### src/rtl/deserializer.sv
// deserializer: collects an MSB-first valid-qualified bit stream into left-aligned words,
// flushing partial words after an idle gap, with a single-register valid/ready output.
module deserializer #(
   parameter int DATA_W       = 16,
   parameter int DATA_MOD_W   = 4,
   parameter int IDLE_TIMEOUT = 4
) (
   input  logic                  clk_i,
   input  logic                  srst_n_i,
   input  logic                  ser_data_i,
   input  logic                  ser_data_val_i,
   output logic [DATA_W-1:0]     deser_data_o,
   output logic [DATA_MOD_W-1:0] deser_mod_o,
   output logic                  deser_data_val_o,
   input  logic                  deser_data_ready_i,
   output logic                  overflow_o
);
   localparam int CNT_W = DATA_MOD_W + 1;
   localparam logic [CNT_W-1:0] LAST_BIT = CNT_W'(DATA_W - 1);
   localparam logic [7:0] IDLE_LAST = 8'(IDLE_TIMEOUT - 1);
   localparam logic [7:0] IDLE_MAX = 8'(IDLE_TIMEOUT);

   logic [DATA_W-1:0]     shift_q, shift_d, shift_w;
   logic [CNT_W-1:0]      bit_cnt_q, bit_cnt_d;
   logic [7:0]            idle_cnt_q, idle_cnt_d;
   logic [DATA_W-1:0]     data_q, data_d;
   logic [DATA_MOD_W-1:0] mod_q, mod_d;
   logic                  val_q, val_d;
   logic                  ovf_q, ovf_d;
   logic                  full_done, to_done, done, free;

   always_comb begin
      shift_w = shift_q;
      // DATA_W is a power of two, so DATA_W-1-bit_cnt is the bitwise complement
      if (ser_data_val_i) shift_w[~bit_cnt_q[DATA_MOD_W-1:0]] = ser_data_i;
      full_done  = ser_data_val_i && bit_cnt_q == LAST_BIT;
      to_done    = !ser_data_val_i && bit_cnt_q != '0 && idle_cnt_q == IDLE_LAST;
      done       = full_done || to_done;
      free       = !val_q || deser_data_ready_i;
      shift_d    = done ? '0 : shift_w;
      bit_cnt_d  = done ? '0 : bit_cnt_q + CNT_W'(ser_data_val_i);
      idle_cnt_d = (done || ser_data_val_i || bit_cnt_q == '0) ? '0 :
                   (idle_cnt_q == IDLE_MAX) ? idle_cnt_q : idle_cnt_q + 8'd1;
      data_d     = (done && free) ? shift_w : data_q;
      mod_d      = (done && free) ? (full_done ? '0 : bit_cnt_q[DATA_MOD_W-1:0]) : mod_q;
      val_d      = (done && free) || (val_q && !deser_data_ready_i);
      ovf_d      = done && !free;
   end

   always_ff @(posedge clk_i) begin
      if (!srst_n_i) begin
         shift_q    <= '0;
         bit_cnt_q  <= '0;
         idle_cnt_q <= '0;
         data_q     <= '0;
         mod_q      <= '0;
         val_q      <= 1'b0;
         ovf_q      <= 1'b0;
      end else begin
         shift_q    <= shift_d;
         bit_cnt_q  <= bit_cnt_d;
         idle_cnt_q <= idle_cnt_d;
         data_q     <= data_d;
         mod_q      <= mod_d;
         val_q      <= val_d;
         ovf_q      <= ovf_d;
      end
   end

   assign deser_data_o     = data_q;
   assign deser_mod_o      = mod_q;
   assign deser_data_val_o = val_q;
   assign overflow_o       = ovf_q;
endmodule

### config.mk
export PLATFORM = sky130hd
export DESIGN_NAME = deserializer
export DESIGN_NICKNAME = d
export VERILOG_FILES = /design/src/rtl/deserializer.sv
export SDC_FILE = /design/constraint.sdc
export NUM_CORES = 1
export LEC_CHECK = 0
export BUFFER_PORTS_ARGS = -buffer_cell sky130_fd_sc_hd__buf_4
export CELL_PAD_IN_SITES_DETAIL_PLACEMENT = 2
export CELL_PAD_IN_SITES_GLOBAL_PLACEMENT = 2
export CORE_ASPECT_RATIO = 1.4
export CORE_MARGIN = 2
export CORE_UTILIZATION = 36
export DETAILED_ROUTE_END_ITERATION = 12
export GPL_ROUTABILITY_DRIVEN = 0
export PLACE_DENSITY_LB_ADDON = 0.1
export SYNTH_ARGS = -nofsm -noshare
export SYNTH_HDL_FRONTEND = slang
export SYNTH_SLANG_ARGS = --single-unit
### constraint.sdc
create_clock -name clk_i -period 2.2 [get_ports clk_i]
set_clock_uncertainty 0.15 [all_clocks]
set_input_delay 0.55 -clock clk_i [delete_from_list [all_inputs] [get_ports clk_i]]
set_output_delay 0.55 -clock clk_i [all_outputs]
set_load 0.1 [all_outputs]
---- Word level (Yosys, flattened, before mapping) ----
Cells that the tools add are included.
cells by class
  add/subtract/negate cells ............... 2
  $mul .................................... 0
  div/mod/pow operators ................... 0
  order comparisons ....................... 2
  eq/ne operators ......................... 3
  shift operators ......................... 0
  multiplexer cells ....................... 5
  bitwise gates (word level) .............. 2
  reduce and logical (&&, ||, !) cells .... 20
operators by type and width
  cell                                                               number
  bitwise mux 16 bit                                                 1
  two-way mux 16 bit                                                 1
  adder 8 x 1 -> 8 bit, second input constant                        1
  equality test 8 x 2 -> 1 bit, second input constant                1
  equality test 8 x 3 -> 1 bit, second input constant                1
  logical AND 1 bit                                                  7
  adder 5 x 1 -> 5 bit                                               1
  equality test 5 x 4 -> 1 bit, second input constant                1
  zero test 5 bit                                                    1
  logical OR 1 bit                                                   5
  < comparator 4 x 5 -> 1 bit, second input constant                 1
  nonzero test 5 bit                                                 1
  demux 1 bit (select 4 bit)                                         1
  greater-or-equal comparator 4 x 1 -> 1 bit, second input constant  1
  zero test 1 bit                                                    4
  two-way mux 4 bit                                                  1
  NOT 4 bit                                                          1
  OR reduction 2 bit                                                 2
  two-way mux 1 bit                                                  1
  NOT 1 bit                                                          1
word-level totals
  bits in registers ....................... 51
  bits in latches ......................... 0
  bits in writable memories ............... 0
  memory bits (read-only) ................. 0
  input port bits ......................... 5
  output and inout bits ................... 22
  logic and storage cells ................. 41
  memories ................................ 0

---- Logic depth before layout (Yosys ltp) ----
Gate-level depths: netlist of run 1.
  depth in word-level cells ............... 7
  mapped depth ............................ 8
  gate-level depth less buffers ........... 5

---- Worst setup path after synthesis of run 1 ----
Ideal clock, no wire load.
  path type ............................... reg2reg
  start ................................... register val_q (netlist: deser_data_val_o)
  end ..................................... register data_q[0] (netlist: deser_data_o[0])
  library setup time ...................... 117 ps
  arrival ................................. 1620 ps
  data required time ...................... 1933 ps
  path slack .............................. 313 ps
  stages on the path, launching flop included .. 5
  path buffers ............................ 1
  clock period less this slack ............ 1887 ps
  cell sequence ........................... dfxtp_1 > nor2b_1 > a21oi_2 > buf_6 > o211a_1
on the way
  cells in the longest elaborated chain, start to end .. 3
RTL lines
  element                 RTL line  text
  start, declared         28        logic val_q, val_d;
  start signal, assigned  65        val_q <= val_d;
  zero test 1 bit         39        free = !val_q || deser_data_ready_i;
  logical OR 1 bit        39
  logical AND 1 bit       44        data_d = (done && free) ? shift_w : data_q;
  end signal, assigned    63        data_q <= data_d;
  end, declared           26        logic [DATA_W-1:0] data_q, data_d;
No other way between the ends.
A chain may end at the register's enable or synchronous reset.

---- Final worst setup path of run 1 ----
  start ................................... register bit_cnt_q[3]
  end ..................................... register shift_q[14]
on the way
  cells in the longest elaborated chain, start to end .. 7
  elaborated cells between the ends (all ways) .. 15
  those cells by class .................... order compare (2); eq/ne (1); mux (4); bitwise (1); reduce/logical (7)
RTL lines
  element                                                                                                                 RTL line  text
  start, declared                                                                                                         24        logic [CNT_W-1:0] bit_cnt_q, bit_cnt_d;
  start signal, assigned                                                                                                  61        bit_cnt_q <= bit_cnt_d;
  NOT 4 bit                                                                                                               35        if (ser_data_val_i) shift_w[~bit_cnt_q[DATA_MOD_W-1:0]] = ser_data_i;
  < comparator 4 x 5 -> 1 bit (not written as such) / greater-or-equal comparator 4 x 1 -> 1 bit (equally long branches)  35
  logical AND 1 bit (not written as such)                                                                                 35
  two-way mux 1 bit (not written as such)                                                                                 35
  demux 1 bit (select 4 bit)                                                                                              35
  bitwise mux 16 bit                                                                                                      35
  two-way mux 16 bit                                                                                                      35
  end signal, assigned                                                                                                    60        shift_q <= shift_d;
  end, declared                                                                                                           23        logic [DATA_W-1:0] shift_q, shift_d, shift_w;
Parallel ways exist; a longest one is shown, timed or not.

==> metrics.txt, run 1 <==
outcome=finished, final reports clean; Pre-Repair DR Iteration Count=4; post-cts sizing count=0; Critical Path RT=2240 ps; worst slew pin tran=486 ps; CTS H-tree lvls=2; Layout fillers=~700; setup ws final=310 ps; WP buf/inv=0; syn nets=239; Setup violations, final=0; worst skew pair latency=300 ps; vias post-DR=roughly 1,700; register area share after synthesis=0.456; Crit. End Element=flop; Core ar.=6130 sq um; maximum clock path buffer count=2; Slew HR=0.675; Worst Path Arrival=between 1500 and 2000 ps; P_leak=1.27 nW; Post-CTS Setup Repair Bufs=0; Largest delay share family, worst path=simple AND/OR/NAND/NOR gates; hold_buf cts=0; io pins=27; Mapped Cells=230; crit start category=flop; number of global-route vias before repair=1,901; setup_tns=0 ps; port bufs=26; max cap viols=0; Period minus WS final=approximately 1900 ps; CTS tree=built; drt total wl=approximately 5500 um; Max Slew Vio Count=0; flops & latches, synth=51; Via density=5.25; Post-Place Setup Slack=172 ps; first-pass GRT wire length=between 9000 and 10,000 um; crit-path max FO=19; slowest CP cell=dfxtp_1; initial DRC count=65; Synth async-reset ratio=0; most frequent cells in the layout=dfxtp_1 (51), buf_4 (35), nor2_1 (28), nand3_1 (26), mux2i_1 (17); Core Rows=34; Max stage delay on crit path=around 540 ps; ANT nets after route=0; Chip Height=97.3 um; Root Buffer=clkbuf_8; Starting Density=0.366; die width=70.7 um; final-report hold violation count=0; Synth warnings=0; RSZ-0062 raised after global routing=false; largest net degree at the start of global routing=21; initial antenna violation count=0; NumNets Final=265; Post-synth EDFFs=0; Synth Cell Area=2240 sq um; Cells after DPL=between 300 and 400; PD cells=612 nW/um^2; layout cell share with drive strength beyond 1=0.210; most common cell after layout, fill and taps aside=dfxtp_1; f_max=0.529 GHz; Mean Syn Cell Area=between 9 and 10 sq um; CTS sink count=51; # diodes=0; post-route insts no fill=329; Setup CP Type=reg2reg; total grt overflow=0; total global-route track usage=0.175; P&R area growth vs syn=14.2%; period utilisation layout=0.859; Remaining DRCs=0; clk slew on worst S/H paths=90 ps; Netlist cell types=36; post-DR wirelength/cell=16.8 um; Top FF cell, synth=dfxtp_1; hold crit path type=reg2reg; Critical Path, Cell by Cell=nand3_4 > or3_1 > and2_1 > nand2_4 > nor2_1; maximum vdd ir drop=between 300 and 400 uV; die area=6880 sq um; HPWL Detailed=4150 um; CTS buffer count=5
## logic make-up after synthesis
logic type	Yosys count	synth area share
compound gates	28	0.106
buf+inv	18	0.0570
simple gates	103	0.248
flops	51	0.456
xor+xnor	9	0.0352
fa+ha+maj	4	0.0223
mux	17	0.0760
## metrics by stage
step	utilization	hold slack, ps	cell area (sq um)	total power, mW
6_report	0.417	320	2560	1.57
5_1_grt	0.417	360	2560	1.63
4_1_cts	0.417	329	2560	1.60
3_5_place_dp	0.404	312	2470	1.06
3_3_place_gp	0.404	299	2470	1.05
2_1_floorplan	-	306	2240	1.02
## final timing paths
kind,from,endpoint,slack (ps),cells past startpoint
worst max register to register,bit_cnt_q[3],shift_q[14],310,5
worst min register to register,deser_mod_o[3],deser_mod_o[3],320,2
worst max-delay path,bit_cnt_q[3],shift_q[14],310,5
worst min-delay path,deser_mod_o[3],deser_mod_o[3],320,2
## report_power, final
| group | switching, mW | total [mW] | internal (mW) |
|---|---|---|---|
| combinational | 0.0555 | 0.0883 | 0.0328 |
| clock | 0.310 | 0.533 | 0.223 |
| sequential | 0.0139 | 0.945 | 0.931 |
| total | 0.380 | 1.57 | 1.19 |
## layout make-up
class                      instances  area (sq um)  area share
multi-input combinational        161          1090       0.427
tap                               72          90.1      0.0352
timing repair buffer              35           263       0.103
clock inverter                     2          12.5     0.00489
clock buffer                       6          72.6      0.0284
sequential                        51          1020       0.399
inverter                           2          7.51     0.00294
## worst min-delay path: stages (launching register included)
cell and delay (ps):
dfxtp_1 320, nand2_1 50, o21ai_0 60
## sequential cells by signal, summed over array words and instances (netlist names)
| signal | count |
|---|---|
| bit_cnt_q | 5 |
| deser_data_o | 16 |
| deser_data_val_o | 1 |
| deser_mod_o | 4 |
| idle_cnt_q | 8 |
| overflow_o | 1 |
| shift_q | 16 |
## metal layers
layer	GRT usage	vias up	routed length (um)
met5	0	-	0
met4	0.0566	0	85
met3	0.0249	6	87
met2	0.305	15	2820
met1	0.220	854	2540
li1	-	851	-
## Yosys cell counts, types with 2 or more instances
library cell	number	area share
dfxtp_1	51	0.46
nor2_1	28	0.047
nand3_1	26	0.058
mux2i_1	17	0.076
nand2_1	16	0.027
o211a_1	16	0.072
buf_6	6	0.030
clkbuf_1	6	0.010
xor2_1	6	0.023
and3_2	4	0.013
buf_4	4	0.013
ha_1	4	0.022
nand4_1	4	0.011
nor2b_1	4	0.011
nor3_1	4	0.0089
o21ai_0	4	0.0089
a21oi_1	3	0.0067
nand2b_1	3	0.0084
xnor2_1	3	0.012
and3_1	2	0.0056
and3b_1	2	0.0078
inv_1	2	0.0034
nand3_4	2	0.016
Power figures use the tool's default switching activity.
==> run 2, diff against run 1 <==
--- a/config.mk
+++ b/config.mk
@@ -9,10 +9,8 @@
 export CELL_PAD_IN_SITES_DETAIL_PLACEMENT = 2
 export CELL_PAD_IN_SITES_GLOBAL_PLACEMENT = 2
 export CORE_ASPECT_RATIO = 1.4
-export CORE_MARGIN = 2
 export CORE_UTILIZATION = 36
 export DETAILED_ROUTE_END_ITERATION = 12
-export GPL_ROUTABILITY_DRIVEN = 0
 export PLACE_DENSITY_LB_ADDON = 0.1
 export SYNTH_ARGS = -nofsm -noshare
 export SYNTH_HDL_FRONTEND = slang
==> run 2 against run 1 <==
Compared with the run above:
- core utilization grew 1.9 points
- critical path depth unchanged
- maximum frequency down 4.8%
- die area is 4.8% lower
- sequential share of layout area down 0.54 points
- worst hold slack better by 1.7 ps
- flip-flop and latch count unchanged
- final area grew 1.4%
- cell count decreased by 0.30%
- highest routed layer unchanged
- global-route usage rose by 1.5 points
- critical path type unchanged
- non-clock buffer count rose by 1
==> metrics.txt, run 2 (synthesized netlist as in run 1, its figures left out) <==
Critical Path RT=2250 ps; Sequential Power Share=0.552; Period minus WS final=1990 ps; Via density=5.28; Post-Place Setup Slack=38.0 ps; CTS H-tree lvls=2; reg2reg setup slack=210 ps; Setup CP Type=reg2reg; Slew HR=0.590; Chip Height=95.3 um; CTS tree=built; Net Switching=0.399 mW; Core ar.=5950 sq um; RSZ-0062 raised after global routing=false; hold crit path type=reg2reg; gpl congestion=about 0.73; Post-CTS Setup Repair Bufs=0; # diodes=0; crit-path max FO=19; Sw Ratio=0.234; HPWL Detailed=between 3000 and 4000 um; total global-route track usage=0.190; Pint=roughly 1.3 mW; PD cells=658 nW/um^2; setup_tns=0 ps; number of global-route vias before repair=approximately 1,800; ANT nets after route=0; initial antenna violation count=0; post-cts sizing count=0; CTS sink count=51; Pre-Repair DR Iteration Count=4; io pins=27; max cap viols=0; NumNets Final=266; total grt overflow=0; Remaining DRCs=0; most common cell after layout, fill and taps aside=dfxtp_1; crit start category=flop; Max Slew Vio Count=0; hold_buf cts=0; setup ws final=215 ps; die area=between 6000 and 7000 sq um; CTS buffer count=5; Clock Power Share=0.395; P&R area growth vs syn=15.8%; outcome=finished, final reports clean; Crit. End Element=flop; Setup violations, final=0; Starting Density=0.377; largest net degree at the start of global routing=21; P_leak=1.29 nW; maximum clock path buffer count=2; initial DRC count=around 70; drt total wl=roughly 5400 um; post-DR wirelength/cell=16.4 um; Core Rows=33; maximum vdd ir drop=413 uV; first-pass GRT wire length=9080 um; final-report hold violation count=0; die width=approximately 69 um; Comb power frac=0.053; f_max=0.504 GHz; Root Buffer=clkbuf_8; most frequent cells in the layout=dfxtp_1 (51), buf_4 (36), nor2_1 (28), nand3_1 (26), mux2i_1 (17); period utilisation layout=0.902; clk slew on worst S/H paths=100 ps; layout cell share with drive strength beyond 1=0.217; port bufs=26; vias post-DR=between 1,500 and 2,000; worst skew pair latency=roughly 310 ps; worst slew pin tran=about 610 ps; Worst Path Arrival=2030 ps
==> run 2: changes by cell type in the layout (fill, tap and decap cells not counted), sizes merged <==
cell,previous run,this run
clkbuf,6,5
bufinv,0,1
buf,35,36
inv,2,3
clkinv,1,0
==> run 2: worst max-delay path, cell delays in order (launching register included) <==
cell and delay, ps:
dfxtp_1 560, nand3_4 150, or3_1 400, and2_1 270
nand2_4 230, nor2_1 100
==> run 2: worst paths after layout <==
check,start,to,cells past startpoint
hold reg to reg,deser_mod_o[1],deser_mod_o[1],2
setup / recovery,bit_cnt_q[2],shift_q[12],5
setup reg to reg,bit_cnt_q[2],shift_q[12],5
hold / removal,deser_mod_o[1],deser_mod_o[1],2
==> run 2: metrics by stage <==
step	power (mW)	std cells	instance area, sq um	hold WS [ps]	utilization
4_1_cts	1.73	328	2590	333	0.436
3_3_place_gp	1.05	320	2480	303	0.417
3_5_place_dp	1.05	320	2480	319	0.417
6_report	1.71	328	2590	322	0.436
5_1_grt	1.78	328	2590	364	0.436
2_1_floorplan	1.02	230	2240	306	-
==> run 2: final cells by class <==
cell class | count | area, sq um
clock buffer | 5 | 68.8
clock inverter | 3 | 46.3
fill | 664 | 3350
inverter | 2 | 7.51
multi-input combinational | 161 | 1090
sequential | 51 | 1020
tap | 70 | 87.6
timing repair buffer | 36 | 270
==> run 2: layer usage <==
layer,part of all wire,vias to the layer above,GRT usage
met5,0,-,0
met4,0.012,0,0.0590
met3,0.021,6,0.0359
met2,0.50,21,0.325
met1,0.46,858,0.235
li1,-,848,-
==> run 2: power groups by stage <==
stage	registers, mW	logic (mW)	clock network, mW
after floorplan	0.957	0.0678	0
final	0.941	0.0907	0.674
after CTS	0.942	0.0925	0.699
after global routing	0.943	0.103	0.736
after detailed placement	0.963	0.0915	0
after global placement	0.962	0.0895	0
==> run 3, diff against run 2 <==
--- a/config.mk
+++ b/config.mk
@@ -9,7 +9,8 @@
 export CELL_PAD_IN_SITES_DETAIL_PLACEMENT = 2
 export CELL_PAD_IN_SITES_GLOBAL_PLACEMENT = 2
 export CORE_ASPECT_RATIO = 1.4
-export CORE_UTILIZATION = 36
+export CORE_UTILIZATION = 38
+export CTS_BUF_LIST = sky130_fd_sc_hd__clkbuf_8
 export DETAILED_ROUTE_END_ITERATION = 12
 export PLACE_DENSITY_LB_ADDON = 0.1
 export SYNTH_ARGS = -nofsm -noshare
==> run 3 against run 2 <==
Compared with the run above:
- maximum frequency decreased by 2.2%
- sequential power increased by 0.4%
- total power decreased by 6.1%
- setup slack got worse by 46 ps
- critical path depth grew 2
- clock power decreased by 15%
- first-iteration DRC count shrank 7.4%
- cell count decreased by 0.61%
- wire length up 1.7%
- critical path type unchanged
==> metrics.txt, run 3 (synthesized netlist as in run 1, its figures left out) <==
Worst Setup SP=bit_cnt_q[2]; most common cell after layout, fill and taps aside=dfxtp_1; Pre-Repair DR Iteration Count=4; Worst Path Arrival=2140 ps; crit start category=flop; P&R area growth vs syn=15.4%; largest net degree at the start of global routing=21; vias post-DR=1,766; NumNets Final=266; initial antenna violation count=0; Setup violations, final=0; total grt overflow=0; post-cts sizing count=0; CTS sink count=51; Via density=5.42; Max Slew Vio Count=0; most frequent CP cell=buf_4; Crit. End Element=flop; Min-Delay Startpoint=deser_mod_o[3]; most frequent cells in the layout=dfxtp_1 (51), buf_4 (35), nor2_1 (28), nand3_1 (26), mux2i_1 (17); Post-CTS Setup Repair Bufs=0; hold crit path type=reg2reg; reg2reg start=bit_cnt_q[2]; hold_buf cts=0; Finished Cell Area=between 2000 and 3000 sq um; CTS buffer count=5; Remaining DRCs=0; Critical Path RT=~2300 ps; worst skew pair latency=310 ps; initial DRC count=63; Final Core Density=0.461; CTS tree=built; Root Buffer=clkbuf_8; die area=6210 sq um; drt total wl=roughly 5500 um; Layout fillers=642; P_leak=1.29 nW; outcome=finished, final reports clean; clk slew on worst S/H paths=roughly 100 ps; layout cell share with drive strength beyond 1=0.217; crit-path max FO=10; first-pass GRT wire length=around 9300 um; maximum clock path buffer count=2; max cap viols=0; CTS H-tree lvls=2; die width=66.9 um; post-DR wirelength/cell=16.8 um; setup_tns=0 ps; io pins=27; # diodes=0; PD cells=620 nW/um^2; slowest CP cell=dfxtp_1; Setup CP Type=reg2reg; Chip Height=~93 um; Core ar.=roughly 5600 sq um; Post-DP Area=2490 sq um; Core Rows=32; Period minus WS final=2030 ps; Critical Path, Cell by Cell=nor3_1 > a21oi_1 > buf_4 > nand3_4 > a21oi_2 > buf_4 > o211a_1; f_max=0.492 GHz; maximum vdd ir drop=297 uV; port bufs=26; number of global-route vias before repair=about 1,900; ANT nets after route=0; WP buf/inv=2; Slew HR=0.585; Starting Density=0.400; Max stage delay on crit path=570 ps; Largest delay share family, worst path=compound AO/OA/AOI/OAI gates; total global-route track usage=0.200; HPWL Detailed=3940 um; RSZ-0062 raised after global routing=false; worst slew pin tran=621 ps; final-report hold violation count=0; period utilisation layout=0.923; gpl congestion=0.689
==> run 3: cell type report <==
| class | instances | area [sq um] | share of cell area |
|---|---|---|---|
| multi-input combinational | 161 | 1090 | 0.422 |
| sequential | 51 | 1020 | 0.395 |
| timing repair buffer | 36 | 283 | 0.109 |
| tap | 68 | 85.1 | 0.0329 |
| clock buffer | 5 | 68.8 | 0.0266 |
| clock inverter | 3 | 28.8 | 0.0111 |
| inverter | 2 | 7.51 | 0.00290 |
==> run 3: final timing paths <==
check,cells past startpoint,slack (ps),end
worst min-delay path,2,320,deser_mod_o[3]
worst min register to register,2,320,deser_mod_o[3]
worst max-delay path,7,170,deser_data_o[7]
worst max register to register,7,170,deser_data_o[7]
==> run 3: tightest hold or removal path: stages, from the launching register on <==
cell     delay [ps]
dfxtp_1         320
nand2_1          50
o21ai_0          60
==> run 3: power by group <==
part | total [mW] | switching [mW] | internal (mW)
registers | 0.945 | 0.0142 | 0.931
clock network | 0.570 | 0.334 | 0.236
logic | 0.0863 | 0.0539 | 0.0325
==> run 3: per-stage QoR <==
| step | cells | total power [mW] | setup WS [ps] | hold slack [ps] |
|---|---|---|---|---|
| 2_1_floorplan | 230 | 1.02 | 313 | 306 |
| 3_3_place_gp | 318 | 1.05 | 89.2 | 298 |
| 3_5_place_dp | 318 | 1.05 | -1.53 | 313 |
| 4_1_cts | 326 | 1.63 | 70.7 | 329 |
| 5_1_grt | 326 | 1.67 | 32.3 | 346 |
| 6_report | 326 | 1.60 | 169 | 325 |
==> run 3: per-layer routing <==
metal | vias to the layer above | GRT usage | share of wire | wire [um]
met5 | - | 0 | 0 | 0
met4 | 0 | 0.0638 | 0.013 | 73
met3 | 6 | 0.0333 | 0.018 | 96
met2 | 16 | 0.354 | 0.52 | 2840
met1 | 894 | 0.238 | 0.45 | 2460
li1 | 850 | - | - | -
